$ cat src/rtl/uart_pkg.sv
// Shared definitions for the parametrised UART receive path: parity modes,
// receiver states and the oversampling divider calculation.
package uart_pkg;

    localparam int PAR_NONE = 0;
    localparam int PAR_ODD  = 1;
    localparam int PAR_EVEN = 2;

    typedef enum logic [2:0] {
        ST_IDLE,
        ST_START,
        ST_DATA,
        ST_PARITY,
        ST_STOP,
        ST_WAIT_HIGH
    } rx_state_t;

    // Clocks per oversampling tick, rounded to nearest: round(clk_hz / (baud * 16)).
    function automatic int os_div(input longint clk_hz, input longint baud);
        return int'((clk_hz + baud * 8) / (baud * 16));
    endfunction

endpackage

$ cat src/rtl/uart_rx_param_fifo.sv
// Small synchronous FIFO holding received entries; a push into a full FIFO is
// accepted only when a pop happens in the same cycle.
module sync_fifo #(
    parameter int WIDTH = 10,
    parameter int DEPTH = 4
) (
    input  logic             clk,
    input  logic             rst_n,
    input  logic             i_push,
    input  logic [WIDTH-1:0] i_data,
    input  logic             i_pop,
    output logic [WIDTH-1:0] o_data,
    output logic             o_full,
    output logic             o_empty
);

    localparam int AW = $clog2(DEPTH);
    localparam logic [AW:0]   FULL_CNT = (AW+1)'(DEPTH);
    localparam logic [AW-1:0] PTR_ONE  = AW'(1);
    localparam logic [AW:0]   CNT_ONE  = (AW+1)'(1);

    logic [WIDTH-1:0] r_mem [DEPTH];
    logic [AW-1:0]    r_wrPtr;
    logic [AW-1:0]    r_rdPtr;
    logic [AW:0]      r_count;
    logic [WIDTH-1:0] r_lastOut;
    logic             w_doPush;
    logic             w_doPop;

    assign o_full   = (r_count == FULL_CNT);
    assign o_empty  = (r_count == '0);
    assign w_doPop  = i_pop & ~o_empty;
    assign w_doPush = i_push & (~o_full | w_doPop);

    // When empty the head shows the most recently popped entry rather than a stale slot.
    assign o_data = o_empty ? r_lastOut : r_mem[r_rdPtr];

    always_ff @(posedge clk or negedge rst_n) begin
        if (!rst_n) begin
            for (int i = 0; i < DEPTH; i++) begin
                r_mem[i] <= '0;
            end
            r_wrPtr   <= '0;
            r_rdPtr   <= '0;
            r_count   <= '0;
            r_lastOut <= '0;
        end else begin
            if (w_doPush) begin
                r_mem[r_wrPtr] <= i_data;
                r_wrPtr        <= r_wrPtr + PTR_ONE;
            end
            if (w_doPop) begin
                r_lastOut <= r_mem[r_rdPtr];
                r_rdPtr   <= r_rdPtr + PTR_ONE;
            end
            case ({w_doPush, w_doPop})
                2'b10:   r_count <= r_count + CNT_ONE;
                2'b01:   r_count <= r_count - CNT_ONE;
                default: r_count <= r_count;
            endcase
        end
    end

endmodule

$ cat src/rtl/uart_rx_param.sv
// Parametrised UART receiver: 16x oversampling with a 3-sample majority vote,
// optional parity, 1 or 2 stop bits, and an output FIFO with valid/ready.
module uart_rx_param
    import uart_pkg::*;
#(
    parameter int CLK_HZ     = 100_000_000,
    parameter int BAUD       = 9600,
    parameter int DATA_BITS  = 8,
    parameter int PARITY     = 0,
    parameter int STOP_BITS  = 1,
    parameter int FIFO_DEPTH = 4
) (
    input  logic                 CLK100MHZ,
    input  logic                 ck_rst,
    input  logic                 rx,
    output logic [DATA_BITS-1:0] m_data,
    output logic                 m_perr,
    output logic                 m_ferr,
    output logic                 m_valid,
    input  logic                 m_ready,
    output logic                 overrun,
    output logic                 busy
);

    localparam int OS_DIV = os_div(CLK_HZ, BAUD);
    localparam int CW     = (OS_DIV > 1) ? $clog2(OS_DIV) : 1;
    localparam int EW     = DATA_BITS + 2;
    localparam logic [CW-1:0] OS_LAST   = CW'(OS_DIV - 1);
    localparam logic [CW-1:0] OS_ONE    = CW'(1);
    localparam logic [3:0]    LAST_DATA = 4'(DATA_BITS - 1);
    localparam logic [3:0]    LAST_STOP = 4'(STOP_BITS - 1);
    localparam logic          ODD_PAR   = (PARITY == PAR_ODD);

    rx_state_t r_state;
    rx_state_t w_nextState;

    logic                 r_rxMeta;
    logic                 r_rxSync;
    logic                 r_rxPrev;
    logic [CW-1:0]        r_osCnt;
    logic [3:0]           r_tickCnt;
    logic [3:0]           r_bitCnt;
    logic [1:0]           r_samp;
    logic [DATA_BITS-1:0] r_shift;
    logic                 r_parAcc;
    logic                 r_perr;
    logic                 r_ferr;
    logic                 r_push;
    logic [EW-1:0]        r_pushEntry;
    logic                 r_overrun;

    logic          w_tick;
    logic          w_fall;
    logic          w_midTick;
    logic          w_endTick;
    logic          w_maj;
    logic          w_lastData;
    logic          w_lastStop;
    logic          w_stopErr;
    logic          w_parErr;
    logic [EW-1:0] w_head;
    logic          w_full;
    logic          w_empty;

    assign w_tick     = (r_state != ST_IDLE) && (r_osCnt == OS_LAST);
    assign w_fall     = r_rxPrev & ~r_rxSync;
    assign w_midTick  = w_tick && (r_tickCnt == 4'd9);
    assign w_endTick  = w_tick && (r_tickCnt == 4'd15);
    assign w_maj      = (r_samp[0] & r_samp[1]) | (r_samp[0] & r_rxSync) | (r_samp[1] & r_rxSync);
    assign w_lastData = (r_bitCnt == LAST_DATA);
    assign w_lastStop = (r_bitCnt == LAST_STOP);
    assign w_stopErr  = r_ferr | ~w_maj;
    assign w_parErr   = r_parAcc ^ w_maj ^ ODD_PAR;

    always_ff @(posedge CLK100MHZ or negedge ck_rst) begin
        if (!ck_rst) begin
            r_state <= ST_IDLE;
        end else begin
            r_state <= w_nextState;
        end
    end

    // Bits are resolved at tick 9; state advances at the bit boundary except when
    // the frame ends, where leaving mid stop bit gives margin for the next start edge.
    always_comb begin
        w_nextState = r_state;
        case (r_state)
            ST_IDLE: begin
                if (w_fall) w_nextState = ST_START;
            end
            ST_START: begin
                if (w_midTick && w_maj) w_nextState = ST_IDLE;
                else if (w_endTick)     w_nextState = ST_DATA;
            end
            ST_DATA: begin
                if (w_endTick && w_lastData)
                    w_nextState = (PARITY != PAR_NONE) ? ST_PARITY : ST_STOP;
            end
            ST_PARITY: begin
                if (w_endTick) w_nextState = ST_STOP;
            end
            ST_STOP: begin
                if (w_midTick && w_lastStop)
                    w_nextState = w_stopErr ? ST_WAIT_HIGH : ST_IDLE;
            end
            ST_WAIT_HIGH: begin
                if (r_rxSync) w_nextState = ST_IDLE;
            end
            default: w_nextState = ST_IDLE;
        endcase
    end

    always_ff @(posedge CLK100MHZ or negedge ck_rst) begin
        if (!ck_rst) begin
            r_rxMeta    <= 1'b1;
            r_rxSync    <= 1'b1;
            r_rxPrev    <= 1'b1;
            r_osCnt     <= '0;
            r_tickCnt   <= '0;
            r_bitCnt    <= '0;
            r_samp      <= '0;
            r_shift     <= '0;
            r_parAcc    <= 1'b0;
            r_perr      <= 1'b0;
            r_ferr      <= 1'b0;
            r_push      <= 1'b0;
            r_pushEntry <= '0;
            r_overrun   <= 1'b0;
        end else begin
            r_rxMeta  <= rx;
            r_rxSync  <= r_rxMeta;
            r_rxPrev  <= r_rxSync;
            r_push    <= 1'b0;
            r_overrun <= r_push & w_full & ~m_ready;
            if (r_state == ST_IDLE) begin
                r_osCnt   <= '0;
                r_tickCnt <= '0;
                r_bitCnt  <= '0;
                r_parAcc  <= 1'b0;
                r_perr    <= 1'b0;
                r_ferr    <= 1'b0;
            end else begin
                r_osCnt <= w_tick ? '0 : r_osCnt + OS_ONE;
                if (w_tick) begin
                    r_tickCnt <= r_tickCnt + 4'd1;
                    if (r_tickCnt == 4'd7) r_samp[0] <= r_rxSync;
                    if (r_tickCnt == 4'd8) r_samp[1] <= r_rxSync;
                end
                if (w_endTick) begin
                    r_bitCnt <= (w_nextState != r_state) ? 4'd0 : r_bitCnt + 4'd1;
                end
                if (w_midTick) begin
                    case (r_state)
                        ST_DATA: begin
                            r_shift  <= {w_maj, r_shift[DATA_BITS-1:1]};
                            r_parAcc <= r_parAcc ^ w_maj;
                        end
                        ST_PARITY: r_perr <= w_parErr;
                        ST_STOP: begin
                            r_ferr <= w_stopErr;
                            if (w_lastStop) begin
                                r_push      <= 1'b1;
                                r_pushEntry <= {r_shift, r_perr, w_stopErr};
                            end
                        end
                        default: ;
                    endcase
                end
            end
        end
    end

    sync_fifo #(
        .WIDTH(EW),
        .DEPTH(FIFO_DEPTH)
    ) u_fifo (
        .clk    (CLK100MHZ),
        .rst_n  (ck_rst),
        .i_push (r_push),
        .i_data (r_pushEntry),
        .i_pop  (m_ready),
        .o_data (w_head),
        .o_full (w_full),
        .o_empty(w_empty)
    );

    assign m_data  = w_head[EW-1:2];
    assign m_perr  = w_head[1];
    assign m_ferr  = w_head[0];
    assign m_valid = ~w_empty;
    assign overrun = r_overrun;
    assign busy    = (r_state != ST_IDLE);

endmodule

$ cat config.mk
export PLATFORM = sky130hd
export DESIGN_NAME = uart_rx_param
export DESIGN_NICKNAME = d
export VERILOG_FILES = /design/src/rtl/uart_pkg.sv /design/src/rtl/uart_rx_param_fifo.sv /design/src/rtl/uart_rx_param.sv
export SDC_FILE = /design/constraint.sdc
export NUM_CORES = 1
export LEC_CHECK = 0
export BUFFER_PORTS_ARGS = -buffer_cell sky130_fd_sc_hd__buf_2
export CAP_MARGIN = 20
export CORE_ASPECT_RATIO = 1.1
export CORE_UTILIZATION = 48
export DETAILED_ROUTE_END_ITERATION = 12
export SLEW_MARGIN = 20
export SYNTH_ARGS = -nofsm -noshare
export SYNTH_HDL_FRONTEND = slang
export SYNTH_SLANG_ARGS = --single-unit
$ cat constraint.sdc
create_clock -name CLK100MHZ -period 2.8 [get_ports CLK100MHZ]
set_clock_uncertainty 0.05 [all_clocks]
set_input_delay 0.56 -clock CLK100MHZ [delete_from_list [all_inputs] [get_ports CLK100MHZ]]
set_output_delay 0.56 -clock CLK100MHZ [all_outputs]
set_load 0.03 [all_outputs]
==> flow_summary.json <==
{
  "tightest_slew_ns": 0.5570,
  "gp_congestion": 0.7692,
  "dp.cells": 539,
  "synthCells": 392,
  "cts_tree": "yes",
  "grt_pass1_vias": 2985,
  "grt_use_total": 0.1825,
  "ys.flop_type": "dfrtp_1",
  "core_area_um2": 10030,
  "cts_buffer_depth": 2,
  "cts_buffers": 9,
  "whs_ns": 0.1049,
  "multi_input_area_um2": 2227,
  "io_pins": 17,
  "synth_fp_nets": 409,
  "port_buffers": 16,
  "wire_per_inst_um": 15.51,
  "crit_chain": "buf_4, mux4_2, mux2_2, buf_2",
  "postCtsSetupRepairBufs": 0,
  "async_flop_share": 1.000,
  "rsz0062_at_grt": "false",
  "fillCellCount": 868,
  "slew_viol_final": 0,
  "dp_hpwl_um": 5969,
  "grt_antenna_before_repair": 0,
  "clkSinkCount": 106,
  "pwr_density_cell_nw_per_um2": 513.5,
  "drive_gt1_frac": 0.3253,
  "path_class": "reg2out",
  "r2r_setup_slack_ns": 0.50,
  "num_vias": 2981,
  "grt-ovfl-total": 0,
  "power.internal_mw": 2.149,
  "p_leak_nw": 2.695,
  "grt_max_degree": 45,
  "final-hold-violation-count": 0,
  "crit_slowest_cell": "mux4_2",
  "p_switching_mw": 0.6695,
  "yosys_warnings": 0,
  "synth_edf_count": 0,
  "peakVddDrop_v": 0.0002353,
  "period_needed_ns": 2.581,
  "r2r-start": "u_fifo.r_count[1]",
  "slew_headroom": 0.6247,
  "cts_resized": 0,
  "netSwitchingFraction": 0.2375,
  "fp.dieW_um": 99.52,
  "finalSetupTns_ns": 0,
  "dr.pass1.iters": 4,
  "syn_area_per_cell_um2": 12.81,
  "fin_ws_ns": 0.2192,
  "dieArea_um2": 10870,
  "path_clk_slew_ns": 0.09,
  "cap_violations": 0,
  "worst_setup_path_start_kind": "register",
  "drc": 0,
  "hold_path.class": "in2async",
  "num_rows": 38,
  "syn-cell-area_um2": 5021,
  "cp_max_fo": 12,
  "vias_per_cell": 5.371,
  "postCtsHoldBufs": 0,
  "worstPathRequired_ns": 2.19,
  "antenna_cells": 0,
  "wirelength_um": 8608,
  "clkLatencyLatePin_ns": 0.36,
  "pre_cts_ws_ns": 0.3252,
  "final_nets": 427,
  "grt_pass1_wl_um": 15160,
  "finalSetupViolations": 0,
  "floorplan.initialDensity": 0.5005,
  "post-route-period-util": 0.9217,
  "slowest_delay_ns": 0.57,
  "synthDistinctLibCells": 51,
  "clkPwrFrac": 0.361,
  "ys_ff_latch": 106,
  "clock.fmax_mhz": 387.5,
  "rr_endpoint": "u_fifo.r_count[1]",
  "combPwrFrac": 0.065,
  "seqPwrFrac": 0.574,
  "cts_root_buf": "clkbuf_8",
  "status": "complete, no violations",
  "critical_path.endpoint_type": "output pin",
  "drt_iter0_markers": 61,
  "regArea_um2": 2656,
  "instances_no_fill": 555,
  "htreeDepth": 3,
  "ant_nets": 0,
  "arrival_ns": 1.97,
  "reg2regPathDepth": 6,
  "die-height_um": 109.3,
  "seq_area_frac_synth": 0.5290,
  "synthToLayoutAreaGrowth_pct": 9.320
}
## how the worst max path moves through the flow
| stage | slack, ns | depth (start not counted) | endpoint | from |
|---|---|---|---|---|
| after detailed placement | 0.33 | 10 | u_fifo.r_count[2] | m_ready |
| after CTS | 0.18 | 4 | m_data[5] | u_fifo.r_rdPtr[0] |
| after floorplan | 0.57 | 10 | u_fifo.r_count[2] | m_ready |
| after global routing | 0.11 | 4 | m_data[5] | u_fifo.r_rdPtr[0] |
| final | 0.22 | 4 | m_ferr | u_fifo.r_rdPtr[0] |
| after global placement | 0.41 | 10 | u_fifo.r_count[2] | m_ready |
## cell families after synthesis
group	Yosys count	synth area share
compound gates	31	0.04436
xor+xnor	18	0.03140
fa+ha+maj	13	0.03389
buf+inv	31	0.02741
flops	106	0.5290
mux	86	0.2151
simple gates	107	0.1189
## power groups by stage
stage / clock network (mW) / registers [mW] / logic [mW]
floorplan: 0 / 1.64 / 0.119
global placement: 0 / 1.65 / 0.181
detailed placement: 0 / 1.65 / 0.185
CTS: 1.06 / 1.62 / 0.187
global route: 1.12 / 1.63 / 0.213
finish: 1.02 / 1.62 / 0.183
## registers in the layout (all words and copies together) (netlist names), 3 cells and up
signal and flops:
r_tickCnt 4, u_fifo.r_count 3, u_fifo.r_lastOut 10, r_pushEntry 10, r_state 3, r_bitCnt 4, r_shift 8, r_osCnt 10
u_fifo.r_mem 40
## cell type report
| class | instances | area share |
|---|---|---|
| inverter | 14 | 0.009574 |
| tap | 140 | 0.03191 |
| clock buffer | 13 | 0.03260 |
| clock inverter | 3 | 0.007978 |
| sequential | 106 | 0.4839 |
| timing repair buffer | 24 | 0.02827 |
| multi-input combinational | 255 | 0.4057 |
## Yosys cell counts, drive strengths merged (2+ instances only)
master | n | share of area
ha | 12 | 0.030
nand4 | 4 | 0.0080
o21a | 2 | 0.0030
dfstp | 3 | 0.016
o2111ai | 2 | 0.0035
nor3 | 4 | 0.0040
mux2 | 75 | 0.17
a21oi | 2 | 0.0020
nand2 | 33 | 0.025
nor2b | 3 | 0.0037
mux4 | 10 | 0.045
o2bb2ai | 2 | 0.0035
xor2 | 8 | 0.014
nor4b | 3 | 0.0082
inv | 14 | 0.010
nor2 | 26 | 0.021
nand3 | 9 | 0.0090
and3 | 3 | 0.0037
buf | 10 | 0.012
nand3b | 3 | 0.0045
a21o | 4 | 0.0060
clkbuf | 7 | 0.0052
o21ai | 13 | 0.013
nand2b | 3 | 0.0037
and3b | 3 | 0.0052
xnor2 | 10 | 0.017
dfrtp | 103 | 0.51
nor4 | 2 | 0.0055
and2 | 4 | 0.0050
## metrics by stage
step | util | area, um^2 | total power, mW
6_report | 0.5471 | 5489 | 2.819
3_3_place_gp | 0.5249 | 5266 | 1.830
4_1_cts | 0.5471 | 5489 | 2.861
5_1_grt | 0.5471 | 5489 | 2.956
2_1_floorplan | - | 5021 | 1.755
3_5_place_dp | 0.5249 | 5266 | 1.834
## layout by cell type, fill, tap and decap left out, drive strengths merged, types with 2 or more instances in the layout
| cell type | instances |
|---|---|
| buf | 24 |
| nor4b | 3 |
| nand4 | 4 |
| dfstp | 3 |
| o21ai | 13 |
| nand2 | 33 |
| nor2 | 26 |
| nor3 | 4 |
| and3b | 3 |
| mux2 | 75 |
| xor2 | 8 |
| ha | 12 |
| o21a | 2 |
| nor2b | 3 |
| dfrtp | 103 |
| nor4 | 2 |
| nand3b | 3 |
| xnor2 | 10 |
| clkbuf | 13 |
| mux4 | 10 |
| nand3 | 9 |
| o2111ai | 2 |
| inv | 15 |
| a21oi | 2 |
| a21o | 4 |
| o2bb2ai | 2 |
| nand2b | 3 |
| and2 | 4 |
| and3 | 3 |
## critical path: cells and delay by family, from the launching register on
| kind | cells | cell delay, ns |
|---|---|---|
| multiplexers | 2 | 0.85 |
| flip-flops | 1 | 0.33 |
| buffers and inverters | 2 | 0.43 |
## layer usage
layer,part of all wire,GRT usage,routed length [um]
met5,0,0,0
met4,0.011,0.05777,96
met3,0.021,0.04103,185
met2,0.49,0.3061,4209
met1,0.48,0.2365,4116
Power figures use the tool's default switching activity.
